`config.mk`:
```
export PLATFORM = sky130hd
export DESIGN_NAME = key_voice_allocator_flat
export DESIGN_NICKNAME = d
export VERILOG_FILES = /design/src/rtl/key_voice_allocator_if.sv /design/src/rtl/key_voice_allocator.sv /design/src/flat_wrapper.sv
export SDC_FILE = /design/constraint.sdc
export NUM_CORES = 1
export LEC_CHECK = 0
export ABC_AREA = 1
export CORE_ASPECT_RATIO = 0.6
export CORE_MARGIN = 4
export CORE_UTILIZATION = 61
export DETAILED_ROUTE_END_ITERATION = 6
export GPL_ROUTABILITY_DRIVEN = 0
export PLACE_DENSITY = 0.86
export RECOVER_POWER = 100
export SLEW_MARGIN = 5
export SYNTH_ARGS = -nofsm -noshare
export SYNTH_HDL_FRONTEND = slang
export SYNTH_SLANG_ARGS = --single-unit
```
`constraint.sdc`:
```
create_clock -name clk -period 6 [get_ports clk]
set_clock_uncertainty 0.05 [all_clocks]
set_input_delay 0.9 -clock clk [delete_from_list [all_inputs] [get_ports clk]]
set_output_delay 0.9 -clock clk [all_outputs]
set_load 0.005 [all_outputs]
```
`src/rtl/key_voice_allocator_if.sv`:
```
// Key-event input bundle and tone-generator output bundle
// for the two-voice key allocator.
interface key_voice_allocator_if;
  logic        key_valid;
  logic [7:0]  key_code;
  logic        key_break;
  logic [15:0] freq1;
  logic [15:0] freq2;
  logic [8:0]  volume;
  logic        audio_ena;

  modport master (
    output key_valid,
    output key_code,
    output key_break,
    input  freq1,
    input  freq2,
    input  volume,
    input  audio_ena
  );

  modport slave (
    input  key_valid,
    input  key_code,
    input  key_break,
    output freq1,
    output freq2,
    output volume,
    output audio_ena
  );
endinterface

```
`src/rtl/key_voice_allocator.sv`:
```
// Maps scan codes to phase increments for two voice slots,
// with octave shift, volume stepping and oldest-voice stealing.
module key_voice_allocator #(
  parameter logic [8:0] VOL_DEFAULT = 9'd400,
  parameter logic [8:0] VOL_STEP    = 9'd16,
  parameter logic [8:0] VOL_MAX     = 9'd511
) (
  input  logic clk,
  input  logic reset,
  key_voice_allocator_if.slave bus
);

  logic              s1_busy_q, s1_busy_d;
  logic [7:0]        s1_code_q, s1_code_d;
  logic [15:0]       s1_inc_q, s1_inc_d;
  logic              s2_busy_q, s2_busy_d;
  logic [7:0]        s2_code_q, s2_code_d;
  logic [15:0]       s2_inc_q, s2_inc_d;
  logic              old_q, old_d;
  logic signed [2:0] oct_q, oct_d;
  logic [8:0]        vol_q, vol_d;
  logic [15:0]       freq1_q, freq1_d;
  logic [15:0]       freq2_q, freq2_d;
  logic              ena_q, ena_d;

  logic [15:0] base;
  logic [15:0] inc;
  logic [2:0]  oct_neg;
  logic [1:0]  oct_mag;
  logic [9:0]  vol_up;
  logic        is_note;
  logic        is_oct_dn;
  logic        is_oct_up;
  logic        is_vol_up;
  logic        is_vol_dn;
  logic        hit1;
  logic        hit2;
  logic        brk;
  logic [7:0]  code;

  assign code = bus.key_code;
  assign brk  = bus.key_break;

  always_comb begin
    base = '0;
    case (code)
      8'h1C:   base = 16'd357;
      8'h1B:   base = 16'd401;
      8'h23:   base = 16'd450;
      8'h2B:   base = 16'd477;
      8'h34:   base = 16'd535;
      8'h33:   base = 16'd601;
      8'h3B:   base = 16'd674;
      8'h42:   base = 16'd714;
      default: base = '0;
    endcase
  end

  assign is_note   = (base != '0);
  assign is_oct_dn = (code == 8'h1A);
  assign is_oct_up = (code == 8'h22);
  assign is_vol_up = (code == 8'h79);
  assign is_vol_dn = (code == 8'h7B);

  // Negative octaves shift right by the magnitude.
  assign oct_neg = -oct_q;
  assign oct_mag = oct_q[2] ? oct_neg[1:0] : oct_q[1:0];
  assign inc     = oct_q[2] ? (base >> oct_mag)
                            : (base << oct_mag);

  assign hit1   = s1_busy_q && (s1_code_q == code);
  assign hit2   = s2_busy_q && (s2_code_q == code);
  assign vol_up = {1'b0, vol_q} + {1'b0, VOL_STEP};

  always_comb begin
    s1_busy_d = s1_busy_q;
    s1_code_d = s1_code_q;
    s1_inc_d  = s1_inc_q;
    s2_busy_d = s2_busy_q;
    s2_code_d = s2_code_q;
    s2_inc_d  = s2_inc_q;
    old_d     = old_q;
    oct_d     = oct_q;
    vol_d     = vol_q;
    if (bus.key_valid) begin
      unique case (1'b1)
        is_note && !brk: begin
          if (!(hit1 || hit2)) begin
            if (!s1_busy_q) begin
              s1_busy_d = 1'b1;
              s1_code_d = code;
              s1_inc_d  = inc;
              old_d     = s2_busy_q;
            end else if (!s2_busy_q) begin
              s2_busy_d = 1'b1;
              s2_code_d = code;
              s2_inc_d  = inc;
              old_d     = 1'b0;
            end else if (!old_q) begin
              s1_code_d = code;
              s1_inc_d  = inc;
              old_d     = 1'b1;
            end else begin
              s2_code_d = code;
              s2_inc_d  = inc;
              old_d     = 1'b0;
            end
          end
        end
        is_note && brk: begin
          if (hit1) s1_busy_d = 1'b0;
          if (hit2) s2_busy_d = 1'b0;
          if (hit1 && s2_busy_q && !hit2)
            old_d = 1'b1;
        end
        is_oct_dn && !brk: begin
          if (oct_q != -3'sd2) oct_d = oct_q - 3'sd1;
        end
        is_oct_up && !brk: begin
          if (oct_q != 3'sd2) oct_d = oct_q + 3'sd1;
        end
        is_vol_up && !brk: begin
          if (vol_up > {1'b0, VOL_MAX}) vol_d = VOL_MAX;
          else vol_d = vol_up[8:0];
        end
        is_vol_dn && !brk: begin
          if (vol_q < VOL_STEP) vol_d = '0;
          else vol_d = vol_q - VOL_STEP;
        end
        default: ;
      endcase
    end
  end

  always_comb begin
    freq1_d = s1_busy_d ? s1_inc_d : '0;
    freq2_d = s2_busy_d ? s2_inc_d : '0;
    ena_d   = (freq1_d != '0) || (freq2_d != '0);
  end

  always_ff @(posedge clk) begin
    if (reset) begin
      s1_busy_q <= 1'b0;
      s1_code_q <= '0;
      s1_inc_q  <= '0;
      s2_busy_q <= 1'b0;
      s2_code_q <= '0;
      s2_inc_q  <= '0;
      old_q     <= 1'b0;
      oct_q     <= '0;
      vol_q     <= VOL_DEFAULT;
      freq1_q   <= '0;
      freq2_q   <= '0;
      ena_q     <= 1'b0;
    end else begin
      s1_busy_q <= s1_busy_d;
      s1_code_q <= s1_code_d;
      s1_inc_q  <= s1_inc_d;
      s2_busy_q <= s2_busy_d;
      s2_code_q <= s2_code_d;
      s2_inc_q  <= s2_inc_d;
      old_q     <= old_d;
      oct_q     <= oct_d;
      vol_q     <= vol_d;
      freq1_q   <= freq1_d;
      freq2_q   <= freq2_d;
      ena_q     <= ena_d;
    end
  end

  assign bus.freq1     = freq1_q;
  assign bus.freq2     = freq2_q;
  assign bus.volume    = vol_q;
  assign bus.audio_ena = ena_q;

endmodule

```
`src/flat_wrapper.sv`:
```
// flat-port wrapper written by rule: the top's interface ports become plain ports
module key_voice_allocator_flat 
#(
  parameter logic [8:0] VOL_DEFAULT = 9'd400,
  parameter logic [8:0] VOL_STEP    = 9'd16,
  parameter logic [8:0] VOL_MAX     = 9'd511
)
  (clk, reset, bus_key_valid, bus_key_code, bus_key_break, bus_freq1, bus_freq2, bus_volume, bus_audio_ena);
  key_voice_allocator_if bus_i ();
  input  logic clk;
  input  logic reset;
  input wire logic [$bits(bus_i.key_valid)-1:0] bus_key_valid;
  input wire logic [$bits(bus_i.key_code)-1:0] bus_key_code;
  input wire logic [$bits(bus_i.key_break)-1:0] bus_key_break;
  output wire logic [$bits(bus_i.freq1)-1:0] bus_freq1;
  output wire logic [$bits(bus_i.freq2)-1:0] bus_freq2;
  output wire logic [$bits(bus_i.volume)-1:0] bus_volume;
  output wire logic [$bits(bus_i.audio_ena)-1:0] bus_audio_ena;
  assign bus_i.key_valid = bus_key_valid;
  assign bus_i.key_code = bus_key_code;
  assign bus_i.key_break = bus_key_break;
  assign bus_freq1 = bus_i.freq1;
  assign bus_freq2 = bus_i.freq2;
  assign bus_volume = bus_i.volume;
  assign bus_audio_ena = bus_i.audio_ena;
  key_voice_allocator #(.VOL_DEFAULT(VOL_DEFAULT), .VOL_STEP(VOL_STEP), .VOL_MAX(VOL_MAX)) u_core (.clk(clk), .reset(reset), .bus(bus_i));
endmodule
```
==> flow_metrics.env <==
export IMPL_drtPass1Iterations=5
export IMPL_dr_first_iter_drc_count=630
export IMPL_cts_htree_levels=3
export IMPL_setup_tns_ns=0
export IMPL_ios=54
export IMPL_multiInputGateArea_um2=2350
export IMPL_nNetsFinal=738
export IMPL_clk_path_buf_depth=2
export IMPL_hp_class="register to register"
export IMPL_hold_buffers=0
export IMPL_diodes=0
export IMPL_drive_gt1_share_pct=6.33
export IMPL_finalHoldViolations=0
export IMPL_period_share_pct=74.2
export IMPL_synth_edf_count=0
export IMPL_ctsResizeCount=0
export IMPL_worst_slew_pin_transition_ns=0.973
export IMPL_synth_seq_cells=93
export IMPL_n_fill_cell=606
export IMPL_via_per_inst=5.49
export IMPL_maxCapViolations=0
export IMPL_final_setup_viol_count=0
export IMPL_synth_top_area_share_pct=38.5
export IMPL_cts_tree="yes"
export IMPL_synth_top_area_cell="dfxtp_1"
export IMPL_post_synth_cell_area_avg_um2=6.98
export IMPL_num_rows=24
export IMPL_cts_sinks=93
export IMPL_ys_flop_type="dfxtp_1"
export IMPL_cts_made_buffers=9
export IMPL_cp_start_kind="register"
export IMPL_place_ws_ns=2.16
export IMPL_fin_ws_ns=1.55
export IMPL_num_vias=4565
export IMPL_cp_required_ns=6.20
export IMPL_crit_arrival_ns=4.65
export IMPL_die_area_um2=9450
export IMPL_die_w_um=123
export IMPL_clkTransAtPathRegs_ns=0.07
export IMPL_maxSlewViolCount=0
export IMPL_seqCellArea_um2=1860
export IMPL_ys_warn_count=0
export IMPL_hpwl_um=8540
export IMPL_ys_seq_area_share_pct=38.5
export IMPL_port_buffers=53
export IMPL_area_growth_pct=12.6
export IMPL_grt_ovfl_total=0
export IMPL_grt_start_max_net_pins=56
export IMPL_worstSetupEndpointType="register"
export IMPL_clockRootBuffer="clkbuf_16"
export IMPL_grt_usage_pct=26.4
export IMPL_grt_pass1_vias=4089
export IMPL_antenna_found_initial=0
export IMPL_wirelength_um=11800
export IMPL_synth_area_leaders="dfxtp_1, nand2_1, nor2_1"
export IMPL_p_leak_nw=2.53
export IMPL_die_h_um=76.9
export IMPL_max_freq_mhz=225
export IMPL_syn_cell_area_um2=4830
export IMPL_rsz0062_at_grt="no"
export IMPL_synthTopCellsByCount="nand2_1, nor2_1, dfxtp_1"
export IMPL_synth_most_common_cell="nand2_1"
export IMPL_worstPathMaxFanout=18
export IMPL_synth_cells=692
export IMPL_cts_post_setup_buffers_inserted=0
export IMPL_fin_crit_ns=4.45
export IMPL_maxSlewHeadroom_pct=35.1
export IMPL_route_detailed_drc=0
export IMPL_p_per_area_nw_per_um2=232
export IMPL_initial_core_util_pct=64.6
export IMPL_status="finished clean"
export IMPL_routedWlPerCell_um=14.2
export IMPL_async_reset_ff_share_pct=0
export IMPL_synth_cell_types=42
export IMPL_syn_nets=708
export IMPL_ant_nets=0
export IMPL_fp_coreArea_um2=7480
export IMPL_ir_worst_vdd_uv=156
export IMPL_grt_pass1_wl_um=19900
export IMPL_insertion_delay_ns=0.35
export IMPL_critPathKind="register to register"
==> per-stage QoR <==
step	hold slack [ns]	cells	total power, mW	instance area (µm²)	util (%)
floorplan	0.380	692	0.681	4830	-
global placement	0.405	815	0.695	5250	70.3
detailed placement	0.413	815	0.696	5250	70.3
CTS	0.424	831	1.27	5560	74.3
global route	0.449	831	1.31	5440	72.7
finish	0.421	831	1.26	5440	72.7
==> report_power, final <==
part	leakage, nW	internal [mW]	switching (mW)
registers	0.749	0.619	0.000868
logic	1.64	0.0194	0.0422
clock network	0.144	0.338	0.243
==> registers in the layout (all words and copies together) (netlist names) <==
register / count
u_core.bus.freq1: 16
u_core.bus.freq2: 16
u_core.s1_inc_q: 16
u_core.s2_inc_q: 16
u_core.s1_code_q: 8
u_core.s2_code_q: 8
u_core.bus.volume: 6
u_core.oct_q: 3
u_core.bus.audio_ena: 1
u_core.old_q: 1
u_core.s1_busy_q: 1
u_core.s2_busy_q: 1
==> path summary, 6_finish.rpt <==
kind	slack [ns]	cells after the start	endpoint	from
worst max-delay path	1.55	18	u_core.bus.audio_ena$_SDFF_PP0_	u_core.oct_q[0]$_SDFFE_PP0P_
worst min-delay path	0.42	2	u_core.s1_code_q[7]$_SDFFE_PP0P_	u_core.s1_code_q[7]$_SDFFE_PP0P_
worst max register to register	1.55	18	u_core.bus.audio_ena$_SDFF_PP0_	u_core.oct_q[0]$_SDFFE_PP0P_
worst min register to register	0.42	2	u_core.s1_code_q[7]$_SDFFE_PP0P_	u_core.s1_code_q[7]$_SDFFE_PP0P_
==> logic make-up (layout without fill, tap and decap cells) <==
logic type	after synthesis	in the layout	share of synthesized area (%)
simple gates	390	390	36.8
buf+inv	103	138	10.4
flops	93	93	38.5
compound gates	84	84	9.74
xor+xnor	16	16	2.90
fa+ha+maj	4	4	1.19
mux	2	2	0.415
==> cell type report <==
cell class	count	share of cell area [%]
well taps	104	2.39
repair buffers	53	9.66
clock inverters	4	1.01
clock buffers	12	4.53
flip-flops and latches	93	34.2
inverters	69	4.95
multi-input cells	496	43.2
==> layout by cell type (no fill, tap or decap), types with 2 or more instances in the layout <==
cell type / count
a21oi_1: 31
a31oi_1: 3
clkbuf_1: 2
clkbuf_16: 9
clkdlybuf4s50_1: 8
dfxtp_1: 93
dlygate4sd3_1: 44
ha_1: 3
inv_1: 59
inv_2: 5
inv_4: 4
inv_6: 2
mux2i_1: 2
nand2_1: 179
nand2_2: 7
nand2_4: 4
nand3_1: 50
nor2_1: 101
nor2_2: 5
nor2_4: 2
nor3_1: 21
o211ai_1: 2
o21ai_0: 36
o21ai_1: 2
o22ai_1: 4
o31ai_1: 2
or2_1: 15
or2_2: 4
xnor2_1: 14
xor2_1: 2
==> worst max-delay path, stage by stage (launching register included) <==
cell and delay (ns):
dfxtp_1 0.73, inv_1 0.41, ha_1 0.48, nand2_1 0.11
inv_1 0.06, nor2_1 0.37, clkinv_1 0.36, nor2_1 0.57
inv_1 0.17, o21ai_0 0.21, inv_1 0.07, nand2_1 0.11
nand2_1 0.06, nand2_1 0.10, nand2_1 0.06, nor2_1 0.11
nand3_1 0.15, nand2_1 0.09, nand2_1 0.06
==> metal layers <==
| metal | up-vias | global-route usage (%) | share of wire, % | routed length, µm |
|---|---|---|---|---|
| li1 | 2245 | - | - | - |
| met1 | 2058 | 39.0 | 46 | 5420 |
| met2 | 246 | 36.8 | 41 | 4840 |
| met3 | 16 | 8.60 | 12 | 1370 |
| met4 | 0 | 6.26 | 1.2 | 146 |
| met5 | - | 0 | 0 | 0 |
Note: power is estimated with default switching activity, not from simulation.
